File: config.mk
export PLATFORM = sky130hd
export DESIGN_NAME = mem_loader
export DESIGN_NICKNAME = d
export VERILOG_FILES = /design/src/rtl/acc_pkg.sv /design/src/rtl/mem_loader.sv
export SDC_FILE = /design/constraint.sdc
export NUM_CORES = 1
export LEC_CHECK = 0
export CAP_MARGIN = 0
export CORE_ASPECT_RATIO = 2
export CORE_MARGIN = 3
export CORE_UTILIZATION = 45
export DETAILED_ROUTE_END_ITERATION = 6
export PLACE_DENSITY = 0.72
export SYNTH_ARGS = -nofsm -noshare
export SYNTH_HDL_FRONTEND = slang
export SYNTH_SLANG_ARGS = --single-unit
File: constraint.sdc
create_clock -name clk -period 2 [get_ports clk]
set_input_delay 0.3 -clock clk [delete_from_list [all_inputs] [get_ports clk]]
set_output_delay 0.3 -clock clk [all_outputs]
set_load 0.03 [all_outputs]
File: src/rtl/acc_pkg.sv
// Shared ACC-core constants and the program-memory loader state encoding.
package acc_pkg;

  localparam int              ACC_AW        = 12;
  localparam int              ACC_DW        = 16;
  localparam logic [11:0]     ACC_BOOT_ADDR = 12'h800;

  // Loader states; the CHK_* states are only reached when the checksum is compiled in.
  typedef enum logic [3:0] {
    ST_IDLE   = 4'd0,
    ST_LEN_HI = 4'd1,
    ST_LEN_LO = 4'd2,
    ST_DAT_HI = 4'd3,
    ST_DAT_LO = 4'd4,
    ST_WRITE  = 4'd5,
    ST_CHK_HI = 4'd6,
    ST_CHK_LO = 4'd7,
    ST_DONE   = 4'd8
  } loader_state_e;

endpackage

File: src/rtl/mem_loader.sv
// mem_loader: byte-stream program-memory writer.
// Stream: LEN_HI, LEN_LO, then N big-endian words (HI, LO), optionally followed by
// a 16-bit checksum (CHK_HI, CHK_LO) when MEM_LOADER_CHECKSUM_EN is defined.
// Each assembled word is written once through a registered single-cycle strobe,
// starting at BOOT_ADDR; the address counter wraps modulo 2^AW.
module mem_loader
  import acc_pkg::*;
#(
  parameter int              AW        = ACC_AW,
  parameter int              DW        = ACC_DW,
  parameter logic [AW-1:0]   BOOT_ADDR = AW'(ACC_BOOT_ADDR)
) (
  input  logic          clk,
  input  logic          rstn,
  input  logic          start,
  input  logic [7:0]    rx_data,
  input  logic          rx_valid,
  output logic          rx_ready,
  output logic          we,
  output logic [AW-1:0] waddr,
  output logic [DW-1:0] wdata,
  output logic          busy,
  output logic          done,
  output logic          err
);

  loader_state_e state_q;
  logic          rx_ready_q;
  logic          we_q;
  logic [AW-1:0] waddr_q;
  logic [DW-1:0] wdata_q;
  logic          busy_q;
  logic          done_q;
  logic [AW-1:0] addr_q;     // next address to write
  logic [15:0]   rem_q;      // words still to be written
  logic [7:0]    len_hi_q;
  logic [7:0]    hi_q;       // high byte of the word being assembled
  logic          accept;

`ifdef MEM_LOADER_CHECKSUM_EN
  logic          err_q;
  logic [15:0]   sum_q;
  logic [7:0]    chk_hi_q;
`endif

  assign accept = rx_valid && rx_ready_q;

  // Loader FSM: all outputs are registered alongside the state.
  always_ff @(posedge clk or negedge rstn) begin
    if (!rstn) begin
      state_q    <= ST_IDLE;
      rx_ready_q <= 1'b0;
      we_q       <= 1'b0;
      waddr_q    <= BOOT_ADDR;
      wdata_q    <= '0;
      busy_q     <= 1'b0;
      done_q     <= 1'b0;
      addr_q     <= BOOT_ADDR;
      rem_q      <= '0;
      len_hi_q   <= '0;
      hi_q       <= '0;
`ifdef MEM_LOADER_CHECKSUM_EN
      err_q      <= 1'b0;
      sum_q      <= '0;
      chk_hi_q   <= '0;
`endif
    end else begin
      case (state_q)
        ST_IDLE, ST_DONE: begin
          if (start) begin
            state_q    <= ST_LEN_HI;
            rx_ready_q <= 1'b1;
            busy_q     <= 1'b1;
            done_q     <= 1'b0;
            addr_q     <= BOOT_ADDR;
`ifdef MEM_LOADER_CHECKSUM_EN
            err_q      <= 1'b0;
            sum_q      <= '0;
`endif
          end
        end
        ST_LEN_HI: begin
          if (accept) begin
            len_hi_q <= rx_data;
            state_q  <= ST_LEN_LO;
          end
        end
        ST_LEN_LO: begin
          if (accept) begin
            rem_q <= {len_hi_q, rx_data};
            if ({len_hi_q, rx_data} == 16'd0) begin
`ifdef MEM_LOADER_CHECKSUM_EN
              state_q    <= ST_CHK_HI;
`else
              state_q    <= ST_DONE;
              rx_ready_q <= 1'b0;
              busy_q     <= 1'b0;
              done_q     <= 1'b1;
`endif
            end else begin
              state_q <= ST_DAT_HI;
            end
          end
        end
        ST_DAT_HI: begin
          if (accept) begin
            hi_q    <= rx_data;
            state_q <= ST_DAT_LO;
          end
        end
        ST_DAT_LO: begin
          if (accept) begin
            state_q    <= ST_WRITE;
            rx_ready_q <= 1'b0;
            we_q       <= 1'b1;
            waddr_q    <= addr_q;
            wdata_q    <= {hi_q, rx_data};
`ifdef MEM_LOADER_CHECKSUM_EN
            sum_q      <= sum_q + {hi_q, rx_data};
`endif
          end
        end
        ST_WRITE: begin
          we_q   <= 1'b0;
          addr_q <= addr_q + 1'b1;
          rem_q  <= rem_q - 16'd1;
          if (rem_q == 16'd1) begin
`ifdef MEM_LOADER_CHECKSUM_EN
            state_q    <= ST_CHK_HI;
            rx_ready_q <= 1'b1;
`else
            state_q    <= ST_DONE;
            busy_q     <= 1'b0;
            done_q     <= 1'b1;
`endif
          end else begin
            state_q    <= ST_DAT_HI;
            rx_ready_q <= 1'b1;
          end
        end
`ifdef MEM_LOADER_CHECKSUM_EN
        ST_CHK_HI: begin
          if (accept) begin
            chk_hi_q <= rx_data;
            state_q  <= ST_CHK_LO;
          end
        end
        ST_CHK_LO: begin
          if (accept) begin
            err_q      <= ({chk_hi_q, rx_data} != sum_q);
            state_q    <= ST_DONE;
            rx_ready_q <= 1'b0;
            busy_q     <= 1'b0;
            done_q     <= 1'b1;
          end
        end
`endif
        default: begin
          state_q    <= ST_IDLE;
          rx_ready_q <= 1'b0;
          we_q       <= 1'b0;
          busy_q     <= 1'b0;
        end
      endcase
    end
  end

  assign rx_ready = rx_ready_q;
  assign we       = we_q;
  assign waddr    = waddr_q;
  assign wdata    = wdata_q;
  assign busy     = busy_q;
  assign done     = done_q;
`ifdef MEM_LOADER_CHECKSUM_EN
  assign err      = err_q;
`else
  assign err      = 1'b0;
`endif

endmodule
==> results.sh, run 1 <==
export IMPL_critical_path_most_common_cell="a31oi_1"
export IMPL_placed_area_um2=4630
export IMPL_cts_buffers=9
export IMPL_synth_top_area_share_pct=52.2
export IMPL_ios=45
export IMPL_synth_flop_cell="dfrtp_1"
export IMPL_dr_total_vias=3105
export IMPL_wl_per_cell_um=17.9
export IMPL_fmax_mhz=466
export IMPL_fin_util_pct=63.1
export IMPL_first_pass_iters=4
export IMPL_path_cells="or4_4, or4b_4, or3_4, a31oi_1, a31oi_1"
export IMPL_async_flop_share_pct=100
export IMPL_critPathCapture="rx_ready"
export IMPL_routed_wl_um=9470
export IMPL_gr_total_overflow=0
export IMPL_worst_slack_ns=-0.144
export IMPL_cts_root_buf="clkbuf_16"
export IMPL_ys_seq_area_share_pct=53.6
export IMPL_place_hpwl_um=6890
export IMPL_synth_area_um2=3740
export IMPL_p_leak_nw=2.19
export IMPL_slew_viol_final=0
export IMPL_syn_num_nets=354
export IMPL_dp_cells=511
export IMPL_startpoint="rem_q[6]"
export IMPL_die_area_um2=9510
export IMPL_final_area_um2=5050
export IMPL_grt_setup_unrepaired="true"
export IMPL_num_rows=46
export IMPL_clk_transition_reported_paths_ns=0.06
export IMPL_run_status="finished with violations"
export IMPL_gp_congestion=0.922
export IMPL_drc=0
export IMPL_cp_top_family="simple AND/OR/NAND/NOR gates"
export IMPL_startpoint_type="register"
export IMPL_core_area_um2=8000
export IMPL_synth_cell_type_count=55
export IMPL_r2r_slack_ns=-0.14
export IMPL_cap_violations=0
export IMPL_nFillCells=664
export IMPL_vdd_drop_max_v=0.000848
export IMPL_crit_fanout=4
export IMPL_htreeDepth=3
export IMPL_viasPerCell=5.86
export IMPL_arrival_ns=2.35
export IMPL_antenna_left=0
export IMPL_synth_most_common_cell="dfrtp_1"
export IMPL_grt_pass1_wl_um=16000
export IMPL_grt_pass1_vias=3339
export IMPL_r2r_cells=5
export IMPL_cp_num_buf_inv=0
export IMPL_yosys_area_top_type="dfrtp_1"
export IMPL_violations="setup timing"
export IMPL_clkLatencyLatePin_ns=0.34
export IMPL_cts_path_max_buffers=2
export IMPL_min_path_type="in -> async"
export IMPL_ys_ff_latch=80
export IMPL_place_ws_ns=-0.210
export IMPL_critPathSlowestCell="or4b_4"
export IMPL_fin_crit_ns=2.14
export IMPL_antenna_found_initial=0
export IMPL_initial_utilization_pct=46.8
export IMPL_hold_viol_final=0
export IMPL_synth_edf_count=0
export IMPL_cellPowerDensity_nw_per_um2=1320
export IMPL_required_ns=2.21
export IMPL_diodes=0
export IMPL_cts_tree="yes"
export IMPL_portBuffers=43
export IMPL_synthTopCellsByArea="dfrtp_1, mux2_2, o21ai_0, nor2_1, nand2_1"
export IMPL_timing_rr_start="rem_q[6]"
export IMPL_cts_sink_count=80
export IMPL_hold_ws_ns=0.414
export IMPL_syn2layout_area_growth_pct=35.0
export IMPL_cp_end_kind="register"
export IMPL_nets=444
export IMPL_skew_ns=0.00847
export IMPL_grt_max_degree=57
export IMPL_fin_crit_sh_pct=107
export IMPL_die_width_um=70.5
export IMPL_final_cells=530
export IMPL_cp_depth=5
export IMPL_setup_viol=7
export IMPL_grt_usage_pct=21.4
export IMPL_rr_endpoint="rx_ready"
export IMPL_max_stage_delay_ns=0.54
export IMPL_critPathKind="reg -> reg"
export IMPL_fp_dieH_um=135
export IMPL_synthCells=339
export IMPL_drive_gt1_share_pct=32.3
export IMPL_drt_initial_drc_count=185
export IMPL_avgSynthCellArea_um2=11.0
export IMPL_synth_warnings=0
export IMPL_synthTopCellsByCount="dfrtp_1, mux2_2, nor2_1"
-- state kept, by name, indices dropped and copies added (netlist names), 4 cells and up --
| signal | cells |
|---|---|
| len_hi_q | 8 |
| state_q | 4 |
| wdata | 16 |
| waddr | 12 |
| hi_q | 8 |
| addr_q | 12 |
| rem_q | 16 |
-- cell type report --
cell class	instances	area, µm²	share of cell area, %
Timing Repair Buffer	97	881	17.4
Clock buffer	10	229	4.53
Sequential cell	80	2000	39.7
Tap cell	96	120	2.38
Multi-Input combinational cell	237	1730	34.3
Inverter	4	15.0	0.297
Clock inverter	6	70.1	1.39
-- routing by layer --
metal / global-route usage (%) / vias to the layer above / part of all wire [%]
li1: - / 1433 / -
met1: 22.6 / 1550 / 35
met4: 12.7 / 0 / 4.5
met5: 0 / - / 0
met2: 39.1 / 94 / 57
met3: 3.06 / 28 / 3.4
-- through the flow --
stage	power, mW	TNS [ns]
floorplan	3.85	-0.446
CTS	6.64	-0.652
global placement	4.86	-1.55
detailed placement	4.95	-2.58
global route	7.08	-1.35
finish	6.69	-0.735
-- what timing repair did --
action,4_1_cts,5_1_grt
setup buffers,1,1
setup endpoints to repair,12,14
pin swaps,6,3
hold endpoints to repair,23,0
resized for setup,7,13
hold buffers,1,0
-- how the worst min path moves through the flow --
stage / from / to / cells past startpoint
3_5_place_dp: rstn / waddr[10] / 1
5_1_grt: rstn / waddr[10] / 2
6_report: rstn / waddr[10] / 2
4_1_cts: rstn / waddr[10] / 2
3_3_place_gp: rstn / waddr[10] / 1
2_1_floorplan: rstn / addr_q[0] / 0
-- report_power, final --
part	switching [mW]	leakage, nW	internal (mW)
clock network	0.650	0.135	0.970
registers	0.353	1.03	2.12
logic	1.33	1.02	1.27
-- kinds of logic after synthesis --
logic type,count (synthesis),synth area share (%)
other,1,0.100
buffers and inverters,22,2.64
multiplexers,45,13.5
AO/OA/AOI/OAI,77,13.5
adder cells (fa/ha/maj),4,1.27
flip-flops,80,53.6
AND/OR/NAND/NOR,110,15.4
-- cells in the final DEF, fill, tap and decap left out, types with 3 or more instances in the layout --
master	count
or2_2	4
dfrtp_1	78
nand4_1	6
inv_1	4
a21oi_2	4
o211ai_1	6
nor2_1	27
o21ai_0	25
a211oi_1	5
buf_12	3
clkdlybuf4s50_1	42
mux2_2	44
buf_4	49
ha_1	3
nand3_1	9
clkbuf_16	9
nor2b_1	5
a31oi_1	4
nor4_1	4
nand2_1	26
a21oi_1	10
clkinvlp_4	3
or3_4	3
and3_1	6
nor3_1	3
No activity file was read; power rests on OpenSTA's default activity.
==> run 2: changes to the inputs <==
--- a/config.mk
+++ b/config.mk
@@ -7,7 +7,7 @@
 export LEC_CHECK = 0
 export CAP_MARGIN = 0
 export CORE_ASPECT_RATIO = 2
-export CORE_MARGIN = 3
+export CORE_MARGIN = 2
 export CORE_UTILIZATION = 45
 export DETAILED_ROUTE_END_ITERATION = 6
 export PLACE_DENSITY = 0.72
==> run 2 against run 1 <==
  * The flow still finishes with violations (setup timing)
  * Combinational power is essentially flat
  * Hold slack gained 0.063 ns
  * Global-route usage grew 1.6 points
  * Maximum frequency shrank 1.4%
  * First-iteration DRC count grew 12%
  * Via count shrank 0.48%
  * Register-to-register slack lost 0.03 ns
  * Final cell count shrank 0.19%
  * Critical path type unchanged
==> results.sh, run 2 (synthesized netlist as in run 1, its figures left out) <==
export IMPL_diodes=0
export IMPL_fin_util_pct=62.4
export IMPL_drt_initial_drc_count=207
export IMPL_cts_root_buf="clkbuf_16"
export IMPL_die_width_um=68.5
export IMPL_required_ns=2.22
export IMPL_fin_crit_sh_pct=109
export IMPL_clk_transition_reported_paths_ns=0.06
export IMPL_cts_sink_count=80
export IMPL_cp_end_kind="register"
export IMPL_cellPowerDensity_nw_per_um2=1340
export IMPL_num_rows=47
export IMPL_skew_ns=0.00274
export IMPL_antenna_found_initial=0
export IMPL_ios=45
export IMPL_dp_cells=509
export IMPL_cts_path_max_buffers=2
export IMPL_slew_viol_final=0
export IMPL_drc=0
export IMPL_nets=441
export IMPL_initial_utilization_pct=45.8
export IMPL_seq_area_um2=2000
export IMPL_portBuffers=43
export IMPL_routed_wl_um=9350
export IMPL_core_area_um2=8170
export IMPL_final_area_um2=5100
export IMPL_crit_fanout=4
export IMPL_r2r_slack_ns=-0.17
export IMPL_viasPerCell=5.84
export IMPL_htreeDepth=3
export IMPL_wl_per_cell_um=17.7
export IMPL_place_hpwl_um=6730
export IMPL_vdd_drop_max_v=0.00104
export IMPL_startpoint_type="register"
export IMPL_fin_crit_ns=2.17
export IMPL_final_common_cell="dfrtp_1"
export IMPL_multi_input_area_um2=1730
export IMPL_dr_total_vias=3090
export IMPL_final_cells=529
export IMPL_arrival_ns=2.39
export IMPL_drive_gt1_share_pct=31.6
export IMPL_cap_violations=0
export IMPL_hold_viol_final=0
export IMPL_fmax_mhz=460
export IMPL_worst_slack_ns=-0.174
export IMPL_setup_viol=18
export IMPL_syn2layout_area_growth_pct=36.3
export IMPL_grt_max_degree=42
export IMPL_worst_pin_slew_ns=0.564
export IMPL_grt_pass1_vias=3202
export IMPL_design_power_total_mw=6.85
export IMPL_grt_pass1_wl_um=15400
export IMPL_final_cell_mix="dfrtp_1, mux2_2, buf_4"
export IMPL_gr_total_overflow=0
export IMPL_tns_ns=-1.42
export IMPL_slew_headroom_pct=62.3
export IMPL_fp_dieH_um=133
export IMPL_grt_setup_unrepaired="true"
export IMPL_placed_area_um2=4640
export IMPL_clkLatencyLatePin_ns=0.34
export IMPL_critPathKind="reg -> reg"
export IMPL_die_area_um2=9100
export IMPL_nFillCells=662
export IMPL_grt_usage_pct=23.0
export IMPL_p_leak_nw=2.21
export IMPL_violations="setup timing"
export IMPL_first_pass_iters=4
export IMPL_cts_buffers=9
export IMPL_gp_congestion=0.947
export IMPL_min_path_type="in -> async"
export IMPL_antenna_left=0
export IMPL_cts_tree="yes"
export IMPL_run_status="finished with violations"
-- run 2: changes by cell type in the layout (fill, tap and decap cells not counted), moves of 2 or more --
cell	change
a21oi_1	+2
clkinvlp_4	-2
a21oi_2	-2
buf_4	-6
nor4_2	-2
inv_6	+3
buf_12	+3
-- run 2: routing by layer --
metal  routed length [µm]  up-vias  GRT usage [%]
met3                  329       35           6.04
met4                  498        0           12.8
met1                 3270     1541           24.4
met5                    0        -              0
li1                     -     1425              -
met2                 5250       89           39.1
-- run 2: final timing paths --
| kind | start | end | cells past startpoint |
|---|---|---|---|
| worst max-delay path | rem_q[7] | state_q[0] | 5 |
| worst min-delay path | rstn | waddr[10] | 2 |
| worst max register to register | rem_q[7] | state_q[0] | 5 |
| worst min register to register | waddr[6] | waddr[6] | 1 |
| max in group asynchronous | rstn | state_q[2] | 3 |
| min in group clk | waddr[6] | waddr[6] | 1 |
-- run 2: critical path, stage by stage (launching register included) --
cell     delay (ns)
dfrtp_1        0.40
or4_4          0.55
or4b_4         0.55
o21ai_4        0.18
a21oi_2        0.08
or3_1          0.30
-- run 2: cell type report --
class | count | area share [%]
repair buffers | 94 | 17.6
clock buffers | 9 | 4.42
multi-input cells | 237 | 34.0
clock inverters | 7 | 2.01
well taps | 98 | 2.40
inverters | 4 | 0.294
flip-flops and latches | 80 | 39.3
-- run 2: power breakdown --
part	switching, mW	leakage, nW	internal (mW)	total, mW
registers	0.381	1.03	2.12	2.50
clock network	0.677	0.157	1.11	1.78
logic	1.31	1.02	1.26	2.57
-- run 2: stage by stage --
stage	setup WS (ns)	hold slack [ns]
after floorplan	-0.120	0.00441
after global placement	-0.159	0.306
after detailed placement	-0.261	0.313
after CTS	-0.161	0.498
after global routing	-0.224	0.512
final	-0.174	0.476
-- run 2: repair_timing --
item / in CTS / in global routing
resized for setup: 9 / 12
buffers inserted: 1 / 2
pin swaps: 5 / 2
cloned: 0 / 0
hold endpoints to repair: 37 / 0
hold buffers: 1 / 0
setup endpoints to repair: 11 / 22
